File: src/rtl/eth_fcs_insert.sv
// eth_fcs_insert
//
// Ethernet TX framing stage. Forwards an 8-bit AXI-Stream frame (destination
// MAC through payload) unchanged, zero-pads short frames up to
// MIN_FRAME_BYTES when PAD_EN=1, and then appends the 4-byte IEEE 802.3 FCS
// (reflected CRC-32), least significant byte first. The output tlast is
// asserted only on the final FCS byte. The CRC is computed on the fly, so no
// frame buffering is needed.
//
// Parameters:
//   MIN_FRAME_BYTES  minimum pre-FCS frame length (default 60)
//   PAD_EN           1 = zero-pad short frames, 0 = FCS directly after data
//
// Ports:
//   clk            clock, all logic on the rising edge
//   sreset         synchronous reset, active-high
//   axis_i_tready  out  input ready (follows axis_o_tready while passing data)
//   axis_i_tvalid  in   input valid
//   axis_i_tlast   in   last byte of the input frame
//   axis_i_tdata   in   input byte
//   axis_o_tready  in   output ready
//   axis_o_tvalid  out  output valid (never depends on axis_o_tready)
//   axis_o_tlast   out  asserted only on the 4th FCS byte
//   axis_o_tdata   out  output byte
module eth_fcs_insert #(
  parameter int MIN_FRAME_BYTES = 60,
  parameter bit PAD_EN          = 1'b1
) (
  input  logic       clk,
  input  logic       sreset,
  output logic       axis_i_tready,
  input  logic       axis_i_tvalid,
  input  logic       axis_i_tlast,
  input  logic [7:0] axis_i_tdata,
  input  logic       axis_o_tready,
  output logic       axis_o_tvalid,
  output logic       axis_o_tlast,
  output logic [7:0] axis_o_tdata
);

  localparam int CW = $clog2(MIN_FRAME_BYTES + 1);
  localparam logic [CW-1:0] MIN_C = CW'(MIN_FRAME_BYTES);
  localparam logic [31:0] CRC_INIT = 32'hFFFF_FFFF;
  localparam logic [31:0] CRC_POLY = 32'hEDB8_8320;

  typedef enum logic [1:0] {
    PASS = 2'd0,
    PAD  = 2'd1,
    FCS  = 2'd2
  } state_t;

  state_t        state, state_next;
  logic [CW-1:0] count, count_next, count_inc;
  logic [31:0]   crc, crc_next, fcs;
  logic [1:0]    fcs_idx, fcs_idx_next;

  // One byte of the reflected CRC-32, data consumed LSB-first.
  function automatic logic [31:0] crc32_byte(input logic [31:0] c, input logic [7:0] d);
    logic [31:0] r;
    r = c ^ {24'h0, d};
    for (int i = 0; i < 8; i++) begin
      r = r[0] ? ((r >> 1) ^ CRC_POLY) : (r >> 1);
    end
    return r;
  endfunction

  // The count only has to reach MIN_FRAME_BYTES, so it saturates there and
  // long frames need no length limit.
  assign count_inc = (count == MIN_C) ? count : count + CW'(1);

  // The CRC register is not updated in FCS, so this value stays frozen for
  // all four FCS bytes.
  assign fcs = ~crc;

  // State, count, CRC and FCS byte index registers.
  always_ff @(posedge clk) begin
    if (sreset) begin
      state   <= PASS;
      count   <= '0;
      crc     <= CRC_INIT;
      fcs_idx <= 2'd0;
    end else begin
      state   <= state_next;
      count   <= count_next;
      crc     <= crc_next;
      fcs_idx <= fcs_idx_next;
    end
  end

  // Next-state logic and stream outputs. PASS is a zero-latency combinational
  // pass-through; PAD and FCS generate bytes locally with input held off.
  always_comb begin
    state_next    = state;
    count_next    = count;
    crc_next      = crc;
    fcs_idx_next  = fcs_idx;
    axis_i_tready = 1'b0;
    axis_o_tvalid = 1'b0;
    axis_o_tlast  = 1'b0;
    axis_o_tdata  = 8'h00;

    case (state)
      PASS: begin
        axis_i_tready = axis_o_tready;
        axis_o_tvalid = axis_i_tvalid;
        axis_o_tdata  = axis_i_tvalid ? axis_i_tdata : 8'h00;
        if (axis_i_tvalid && axis_o_tready) begin
          crc_next   = crc32_byte(crc, axis_i_tdata);
          count_next = count_inc;
          if (axis_i_tlast) begin
            state_next = (PAD_EN && (count_inc < MIN_C)) ? PAD : FCS;
          end
        end
      end

      PAD: begin
        axis_o_tvalid = 1'b1;
        if (axis_o_tready) begin
          crc_next   = crc32_byte(crc, 8'h00);
          count_next = count_inc;
          if (count_inc == MIN_C) begin
            state_next = FCS;
          end
        end
      end

      FCS: begin
        axis_o_tvalid = 1'b1;
        axis_o_tdata  = fcs[{fcs_idx, 3'b000} +: 8];
        axis_o_tlast  = (fcs_idx == 2'd3);
        if (axis_o_tready) begin
          if (fcs_idx == 2'd3) begin
            state_next   = PASS;
            count_next   = '0;
            crc_next     = CRC_INIT;
            fcs_idx_next = 2'd0;
          end else begin
            fcs_idx_next = fcs_idx + 2'd1;
          end
        end
      end

      default: begin
        state_next = PASS;
      end
    endcase

    // While reset is held the frame is abandoned at once: nothing is
    // accepted and nothing is presented downstream.
    if (sreset) begin
      axis_i_tready = 1'b0;
      axis_o_tvalid = 1'b0;
      axis_o_tlast  = 1'b0;
      axis_o_tdata  = 8'h00;
    end
  end

endmodule

File: config.mk
export PLATFORM = sky130hd
export DESIGN_NAME = eth_fcs_insert
export DESIGN_NICKNAME = d
export VERILOG_FILES = /design/src/rtl/eth_fcs_insert.sv
export SDC_FILE = /design/constraint.sdc
export NUM_CORES = 1
export LEC_CHECK = 0
export CORE_MARGIN = 1
export CORE_UTILIZATION = 65
export CTS_BUF_LIST = sky130_fd_sc_hd__clkbuf_4
export CTS_CLUSTER_DIAMETER = 40
export DETAILED_ROUTE_END_ITERATION = 10
export PLACE_DENSITY = 0.95
export SLEW_MARGIN = 5
export SYNTH_ARGS = -nofsm -noshare
export SYNTH_HDL_FRONTEND = slang
export SYNTH_SLANG_ARGS = --single-unit
File: constraint.sdc
create_clock -name clk -period 3.44 [get_ports clk]
set_input_delay 0.344 -clock clk [delete_from_list [all_inputs] [get_ports clk]]
set_output_delay 0.344 -clock clk [all_outputs]
set_load 0.05 [all_outputs]
==> impl_metrics.py, run 1 <==
metrics = {
    "clock_network": {
        "cts_setup_buffers": 0,
        "clk_latency_ps": 390,
        "root_buffer": "clkbuf_4",
        "cts-htree-levels": 2,
        "clock_path_buffers": 2,
        "post_cts_resize_count": 0,
        "cts_buffers": 5,
        "hold_buffers": 0,
        "path_clk_slew_ps": 150,
        "cts_sinks": 42,
        "cts_tree": "built",
    },
    "route": {
        "wirelength_mm": 11.9,
        "drt-met1-wl_mm": 4.36,
        "drc": 0,
        "dr.pass1.iters": 5,
        "dr_total_vias": 3812,
        "wl_met2_mm": 5.66,
        "wire_per_inst_um": 21.1,
        "vias_per_cell": 6.76,
        "drt_iter0_drc": 593,
        "dr.max_layer_used": "met4",
        "antenna_left": 0,
        "wl_met3_mm": 1.27,
    },
    "cells_and_area": {
        "fin_util_pct": 71.8,
        "diodes": 0,
        "syn_to_final_growth_pct": 6.86,
        "nets": 508,
        "n_fill_cell": 452,
        "drive_gt1_share_pct": 10.2,
    },
    "power_and_ir_drop": {
        "p_sw_share_pct": 52.6,
        "p_seq_share_pct": 19.2,
        "p_per_area_nw_per_um2": 1140,
        "clkPwrFrac_pct": 5.7,
        "power_switching_w": 0.00255,
        "p_int_w": 0.00230,
        "ir_worst_vdd_uv": 654,
        "pwr-share-comb_pct": 75.1,
        "leakage_nw": 1.53,
    },
    "worst_setup_path": {
        "cp_max_fo": 6,
        "cp.depth": 5,
        "worstSetupStartpointType": "register",
        "path_class": "reg -> out",
        "arrival_ps": 2780,
        "worst_ep_required_time_ps": 3100,
        "crit_family": "buffers and inverters",
        "crit_path_end_kind": "primary output",
        "r2r_cells": 8,
        "crit_path_top_delay_cell": "clkdlybuf4s50_1",
        "slowest_delay_ps": 830,
        "path_buf_inv": 2,
        "crit_chain": "buf_4 -> mux4_2 -> nand2b_1 -> a21oi_1 -> clkdlybuf4s50_1",
    },
    "floorplanning": {
        "die_width_um": 80.2,
        "pin_count": 24,
        "core.rowCount": 28,
        "die_h_um": 80.2,
        "core_area_um2": 5920,
        "start_util_pct": 67.2,
        "die_area_um2": 6440,
    },
    "timing": {
        "hold_violations": 0,
        "maxSlewHeadroom_pct": 39.0,
        "finalSetupViolCount": 0,
        "rsz0062_at_grt": "no",
        "timing.setup.tns_ps": 0,
        "skew_ps": 15.4,
        "post-route-period-util_pct": 90.7,
        "max_clock_freq_ghz": 0.320,
        "timing.hold.ws_ps": 540,
        "period_needed_ps": 3120,
        "worstMarginPinSlew_ps": 915,
        "drv_slew": 0,
        "worst_slack_ps": 320,
    },
    "placed_design": {
        "place.gp.congestion": 1.04,
        "pre_cts_slack_ps": 640,
        "port_buffers": 23,
        "dp_hpwl_mm": 8.49,
    },
    "synth": {
        "syn_area_um2": 3980,
        "synth_largest_type_area_fraction_pct": 21.1,
        "syn_inst": 486,
        "synthArstFlopShare_pct": 0,
        "synth_fp_nets": 506,
        "synth_top_area_cell": "dfxtp_1",
        "synth_cell_types": 55,
        "synth_edf_count": 0,
        "ys_seq_elements": 42,
        "yosys_warnings": 0,
        "synth.area.top_cells": "dfxtp_1, xnor2_1, a21oi_1",
        "yosysSeqAreaShare_pct": 21.1,
        "synthFlopType": "dfxtp_1",
        "syn_avg_cell_area_um2": 8.18,
    },
    "min_path": {
        "worstHoldPathCells": 2,
        "holdCritPathClass": "reg -> reg",
    },
    "global_routing": {
        "grtUsageTotal_pct": 39.3,
        "grt_max_degree": 33,
        "antenna_found_initial": 0,
        "first_global_vias": 3683,
        "grt_pass1_wl_mm": 18.8,
        "overflow": 0,
    },
    "status": {
        "status": "complete, no violations",
    },
    "job": {
        "cap_violations": 0,
    },
}
logic make-up (layout without fill, tap and decap cells):
group	Yosys count	count (layout)	synth area share [%]
AOI/OAI and AO/OA	125	125	19.3
xor gates and xnor gates	126	126	31.5
adders and majority gates	7	7	2.20
buffers and inverters	52	55	5.88
DFF	42	42	21.1
muxes	12	12	5.54
and+or+nand+nor	122	122	14.4
power by group through the flow:
stage                     clock network [W]  logic, W  registers [W]
final                              0.000278   0.00364       0.000932
after global routing               0.000295   0.00391       0.000942
after CTS                          0.000275   0.00355       0.000918
after detailed placement                  0   0.00350       0.000929
after global placement                    0   0.00337       0.000920
after floorplan                           0   0.00294       0.000746
final cells by class:
type,count,area [um2],area share (%)
flip-flops and latches,42,841,19.8
repair buffers,36,313,7.36
clock buffers,6,45.0,1.06
inverters,11,41.3,0.971
multi-input cells,392,2900,68.3
well taps,75,93.8,2.21
clock inverters,2,13.8,0.324
worst register-to-register path, stage by stage, from the launching register on:
cell,delay [ps]
dfxtp_1,390
inv_1,90
ha_1,410
a21boi_0,240
a21oi_1,220
and2_0,760
nor2_1,130
or4_1,470
nand4b_1,130
final timing paths:
check	slack [ps]	startpoint	endpoint
worst max-delay path	320	fcs_idx[1]	axis_o_tdata[4]
worst min-delay path	540	crc[24]	crc[24]
worst max register to register	520	state[0]	crc[20]
worst min register to register	540	crc[24]	crc[24]
cells in the final DEF (no fill, tap or decap), types with 8 or more instances in the layout:
cell type and count:
inv_1 10, dfxtp_1 42, nor2_1 32, xor2_1 29, xnor2_1 84, a31oi_1 9, clkdlybuf4s50_1 17, mux4_2 8
nand2b_1 9, o31ai_1 11, nand2_1 39, buf_4 19, a21oi_1 53, nor3_1 9, nand3_1 11, o21ai_0 22
through the flow:
step	cells	power [W]	cell area [um2]
2_1_floorplan	486	0.00369	3980
3_3_place_gp	556	0.00429	4190
3_5_place_dp	556	0.00443	4190
4_1_cts	564	0.00474	4250
5_1_grt	564	0.00515	4250
6_report	564	0.00485	4250
sequential cells by signal (all words and copies together), names as in the netlist:
register  count
count         6
crc          32
fcs_idx       2
state         2
Yosys cell counts (2+ instances only):
master,number
xnor2_1,84
a21oi_1,53
dfxtp_1,42
nand2_1,39
nor2_1,32
clkbuf_1,30
xor2_1,29
o21ai_0,22
nand3_1,11
o31ai_1,11
inv_1,10
a31oi_1,9
nand2b_1,9
nor3_1,9
mux4_2,8
a211oi_1,7
ha_1,7
buf_4,6
xnor2_2,6
mux2i_1,4
nor4_1,4
xnor2_4,4
a221o_1,3
and2_1,3
o211ai_1,3
or2_2,3
a211o_1,2
a21o_1,2
a41oi_1,2
and3_1,2
buf_1,2
buf_6,2
nand4_1,2
o311a_1,2
xor2_2,2
routing by layer:
metal,vias to the layer above,GRT usage (%)
li1,1690,-
met1,1762,46.7
met2,297,65.4
met3,63,7.84
met4,0,23.4
met5,-,0
(Power assumes the default switching activity.)
==> run 2: changes to the inputs <==
Settings changed: CAP_MARGIN from default to 20, CORE_ASPECT_RATIO from default to 1.5, RECOVER_POWER from default to 100.
==> run 2 against run 1 <==
Effect of this change: worst hold slack got worse by 27 ps; wire length rose by 1.1%; critical path type unchanged; die area barely moved; fmax rose by 5.2%; non-clock buffer count did not move; largest cell class unchanged; sequential power barely moved; via count rose by 0.34%; worst setup slack improved by 150 ps; cell area fell by 1.6%.
==> impl_metrics.py, run 2 (synthesis results as in run 1) <==
metrics = {
    "status": {
        "status": "complete, no violations",
    },
    "clock_network": {
        "hold_buffers": 0,
        "root_buffer": "clkbuf_4",
        "clock_path_buffers": 2,
        "cts-htree-levels": 2,
        "cts_sinks": 42,
        "cts_setup_buffers": 0,
        "clk_latency_ps": 360,
        "cts_tree": "built",
        "path_clk_slew_ps": 140,
        "post_cts_resize_count": 0,
        "cts_buffers": 5,
    },
    "floorplanning": {
        "die_width_um": 65.9,
        "core_area_um2": 5870,
        "die_h_um": 97.8,
        "start_util_pct": 67.8,
        "core.rowCount": 34,
        "pin_count": 24,
        "die_area_um2": 6440,
    },
    "placed_design": {
        "dp_hpwl_mm": 8.65,
        "place.gp.congestion": 1.01,
        "place_area_um2": 4180,
        "port_buffers": 23,
    },
    "timing": {
        "rsz0062_at_grt": "no",
        "worstMarginPinSlew_ps": 872,
        "hold_violations": 0,
        "max_clock_freq_ghz": 0.337,
        "maxSlewHeadroom_pct": 41.8,
        "skew_ps": 15.8,
        "timing.hold.ws_ps": 513,
        "post-route-period-util_pct": 86.2,
        "finalSetupViolCount": 0,
        "drv_slew": 0,
        "period_needed_ps": 2970,
        "timing.setup.tns_ps": 0,
    },
    "worst_setup_path": {
        "arrival_ps": 2620,
        "path_class": "reg -> out",
        "startpoint": "state[0]",
        "r2r_start": "crc[0]",
        "worstSetupStartpointType": "register",
        "reg2reg_to": "crc[20]",
        "worst_ep_required_time_ps": 3100,
        "cp_max_fo": 9,
        "r2r_cells": 6,
        "crit_end": "axis_o_tdata[3]",
        "r2r_slack_ps": 510,
        "crit_path_end_kind": "primary output",
    },
    "job": {
        "cap_violations": 0,
    },
    "cells_and_area": {
        "largestRegisters": "crc: 32 flops, count: 6 flops",
        "diodes": 0,
        "largest_reg_flops": 32,
        "final_area_um2": 4180,
        "drive_gt1_share_pct": 8.79,
        "nets": 508,
        "final_cell_mix": "xnor2_1, a21oi_1, dfxtp_1",
        "final_common_cell": "xnor2_1",
        "regMostFlops": "crc",
        "syn_to_final_growth_pct": 5.10,
    },
    "route": {
        "wire_per_inst_um": 21.4,
        "drt_iter0_drc": 366,
        "drc": 0,
        "antenna_left": 0,
        "dr.pass1.iters": 5,
        "dr_total_vias": 3825,
        "vias_per_cell": 6.82,
        "wirelength_mm": 12.0,
    },
    "power_and_ir_drop": {
        "p_per_area_nw_per_um2": 1140,
        "p_sw_share_pct": 52.7,
        "p_int_w": 0.00225,
        "power_switching_w": 0.00251,
        "pwr-share-comb_pct": 74.9,
        "clkPwrFrac_pct": 5.5,
        "leakage_nw": 1.48,
        "ir_worst_vdd_uv": 595,
        "p_seq_share_pct": 19.6,
    },
    "global_routing": {
        "grt_max_degree": 30,
        "grtUsageTotal_pct": 39.0,
        "first_global_vias": 3840,
        "grt_pass1_wl_mm": 19.1,
        "antenna_found_initial": 0,
        "overflow": 0,
    },
    "min_path": {
        "worstHoldPathCells": 2,
        "holdCritPathClass": "reg -> reg",
    },
}
==> run 2: cell types whose count changed in the layout (fill, tap and decap cells not counted), sizes merged <==
cell / before / now
clkbuf: 6 / 14
clkinvlp: 0 / 1
clkdlybuf4s50: 17 / 12
buf: 19 / 15
==> run 2: stage by stage <==
| step | setup slack [ps] | power, W | instances | utilization [%] |
|---|---|---|---|---|
| 2_1_floorplan | 669 | 0.00369 | 486 | - |
| 3_3_place_gp | 872 | 0.00432 | 553 | 71.1 |
| 3_5_place_dp | 790 | 0.00442 | 553 | 71.1 |
| 4_1_cts | 765 | 0.00469 | 561 | 72.0 |
| 5_1_grt | 360 | 0.00503 | 561 | 71.2 |
| 6_report | 474 | 0.00476 | 561 | 71.2 |
==> run 2: final cells by class <==
type / instances / area, um2
tap: 72 / 90.1
sequential: 42 / 841
timing repair buffer: 36 / 267
multi-input combinational: 392 / 2890
inverter: 11 / 41.3
fill: 491 / 1690
clock inverter: 3 / 16.3
clock buffer: 5 / 37.5
==> run 2: worst max-delay path, stage by stage, from the launching register on <==
cell and delay (ps):
dfxtp_1 370, inv_1 120, ha_1 270, and2_0 730, nand2_1 120, a21oi_1 170
clkbuf_1 480
==> run 2: how the worst min path moves through the flow <==
stage,startpoint,to,slack [ps]
4_1_cts,crc[8],crc[8],520
3_3_place_gp,crc[8],crc[8],500
3_5_place_dp,crc[8],crc[8],500
6_report,crc[8],crc[8],510
5_1_grt,crc[24],crc[24],560
2_1_floorplan,crc[24],crc[24],470
==> run 2: power groups by stage <==
stage          logic [W]  registers, W  clock network, W
2_1_floorplan    0.00294      0.000746                 0
3_3_place_gp     0.00340      0.000922                 0
3_5_place_dp     0.00349      0.000934                 0
4_1_cts          0.00351      0.000921          0.000256
5_1_grt          0.00381      0.000941          0.000279
6_report         0.00356      0.000934          0.000260
==> run 2: metal layers <==
layer  vias to the layer above  GRT usage (%)  part of all wire (%)
li1                       1683              -                     -
met1                      1785           43.4                    35
met2                       270           64.4                    49
met3                        87           6.54                   8.9
met4                         0           29.4                   7.3
met5                         -              0                     0
==> run 3: changes to the inputs <==
Settings changed: CAP_MARGIN 20 to default.
Clock period 3.44 ns to 3.6 ns, I/O delays scaled along.
==> run 3 against run 2 <==
Effect of this change: clock skew is 1.3 ps lower; first-iteration DRC count fell by 16%; non-clock buffer count shrank 2; critical endpoint is now axis_o_tdata[5]; highest routed layer unchanged.
==> impl_metrics.py, run 3 (synthesis results as in run 1) <==
metrics = {
    "cells_and_area": {
        "final_common_cell": "xnor2_1",
        "largestRegisters": "crc: 32 flops, count: 6 flops",
        "final_cell_mix": "xnor2_1, a21oi_1, dfxtp_1",
        "syn_to_final_growth_pct": 6.39,
        "largest_reg_flops": 32,
        "nets": 506,
        "regMostFlops": "crc",
        "fin_util_pct": 72.1,
        "drive_gt1_share_pct": 8.02,
        "diodes": 0,
    },
    "power_and_ir_drop": {
        "ir_worst_vdd_uv": 499,
        "p_per_area_nw_per_um2": 1060,
        "leakage_nw": 1.52,
    },
    "global_routing": {
        "grt_pass1_wl_mm": 17.9,
        "overflow": 0,
        "antenna_found_initial": 0,
        "grt_max_degree": 44,
        "grtUsageTotal_pct": 36.3,
        "first_global_vias": 3645,
    },
    "worst_setup_path": {
        "worst_ep_required_time_ps": 3240,
        "crit_family": "buffers and inverters",
        "cp_max_fo": 9,
        "arrival_ps": 2960,
        "path_buf_inv": 2,
        "crit_path_top_delay_cell": "dlygate4sd3_1",
        "crit_chain": "inv_1 -> ha_1 -> and2_0 -> nand2_1 -> a21oi_1 -> dlygate4sd3_1",
        "crit_path_end_kind": "primary output",
        "worstSetupStartpointType": "register",
        "slowest_delay_ps": 890,
        "path_class": "reg -> out",
    },
    "clock_network": {
        "path_clk_slew_ps": 130,
        "post_cts_resize_count": 0,
        "clk_latency_ps": 370,
        "cts_setup_buffers": 0,
        "cts_buffers": 5,
        "hold_buffers": 0,
        "cts-htree-levels": 2,
        "root_buffer": "clkbuf_4",
        "cts_sinks": 42,
        "cts_tree": "built",
        "clock_path_buffers": 2,
    },
    "floorplanning": {
        "core_area_um2": 5870,
        "core.rowCount": 34,
        "start_util_pct": 67.8,
        "die_h_um": 97.8,
        "die_width_um": 65.9,
        "pin_count": 24,
        "die_area_um2": 6440,
    },
    "timing": {
        "finalSetupViolCount": 0,
        "period_needed_ps": 3320,
        "maxSlewHeadroom_pct": 46.4,
        "worstMarginPinSlew_ps": 804,
        "max_clock_freq_ghz": 0.301,
        "post-route-period-util_pct": 92.1,
        "drv_slew": 0,
        "timing.setup.tns_ps": 0,
        "skew_ps": 14.5,
        "rsz0062_at_grt": "no",
        "hold_violations": 0,
    },
    "route": {
        "drc": 0,
        "dr_total_vias": 3709,
        "drt_iter0_drc": 308,
        "antenna_left": 0,
        "wire_per_inst_um": 19.8,
        "wirelength_mm": 11.0,
        "dr.pass1.iters": 5,
        "vias_per_cell": 6.65,
    },
    "placed_design": {
        "port_buffers": 23,
        "place.gp.congestion": 0.968,
        "dp_hpwl_mm": 8.00,
    },
    "status": {
        "status": "complete, no violations",
    },
    "job": {
        "cap_violations": 0,
    },
    "min_path": {
        "holdCritPathClass": "reg -> reg",
    },
}
## run 3: changes by cell type in the layout (fill, tap and decap cells not counted), moves of 2 or more
cell           before  now
dlygate4sd3_1       0    9
buf_4              15    7
xnor2_2             4    6
xnor2_1            86   84
clkbuf_1            9    3
## run 3: where the power goes
part           leakage, nW  switching [W]  internal (W)
registers            0.347       0.000275      0.000605
logic                 1.14        0.00187       0.00148
clock network       0.0308       0.000163     0.0000705
## run 3: per-stage QoR
stage / instance area (um2) / instances / setup slack (ps) / hold WS [ps] / power, W
2_1_floorplan: 3980 / 486 / 813 / 469 / 0.00352
3_3_place_gp: 4200 / 551 / 816 / 483 / 0.00406
3_5_place_dp: 4200 / 551 / 730 / 500 / 0.00419
4_1_cts: 4250 / 558 / 396 / 518 / 0.00443
5_1_grt: 4230 / 558 / 149 / 535 / 0.00479
6_report: 4230 / 558 / 283 / 519 / 0.00447
## run 3: final cells by class
| type | count | area, um2 |
|---|---|---|
| flip-flops and latches | 42 | 841 |
| inverters | 11 | 41.3 |
| repair buffers | 34 | 309 |
| fillers | 470 | 1640 |
| multi-input cells | 392 | 2900 |
| clock buffers | 5 | 37.5 |
| clock inverters | 2 | 10.0 |
| well taps | 72 | 90.1 |
## run 3: worst min-delay path, cell delays in order (launching register included)
cell and delay (ps):
dfxtp_1 360, nand2_1 70, nand3_1 60
## run 3: worst paths after layout
path | depth (start not counted) | to | slack, ps | startpoint
setup reg to reg | 8 | count[0] | 480 | fcs_idx[1]
hold / removal | 2 | crc[24] | 520 | crc[24]
setup / recovery | 6 | axis_o_tdata[5] | 280 | state[0]
hold reg to reg | 2 | crc[24] | 520 | crc[24]
## run 3: metal layers
layer | up-vias | GRT usage [%] | part of all wire [%]
met1 | 1792 | 39.4 | 36
met2 | 183 | 63.4 | 52
li1 | 1686 | - | -
met4 | 0 | 21.6 | 5.2
met3 | 48 | 6.54 | 7.1
met5 | - | 0 | 0
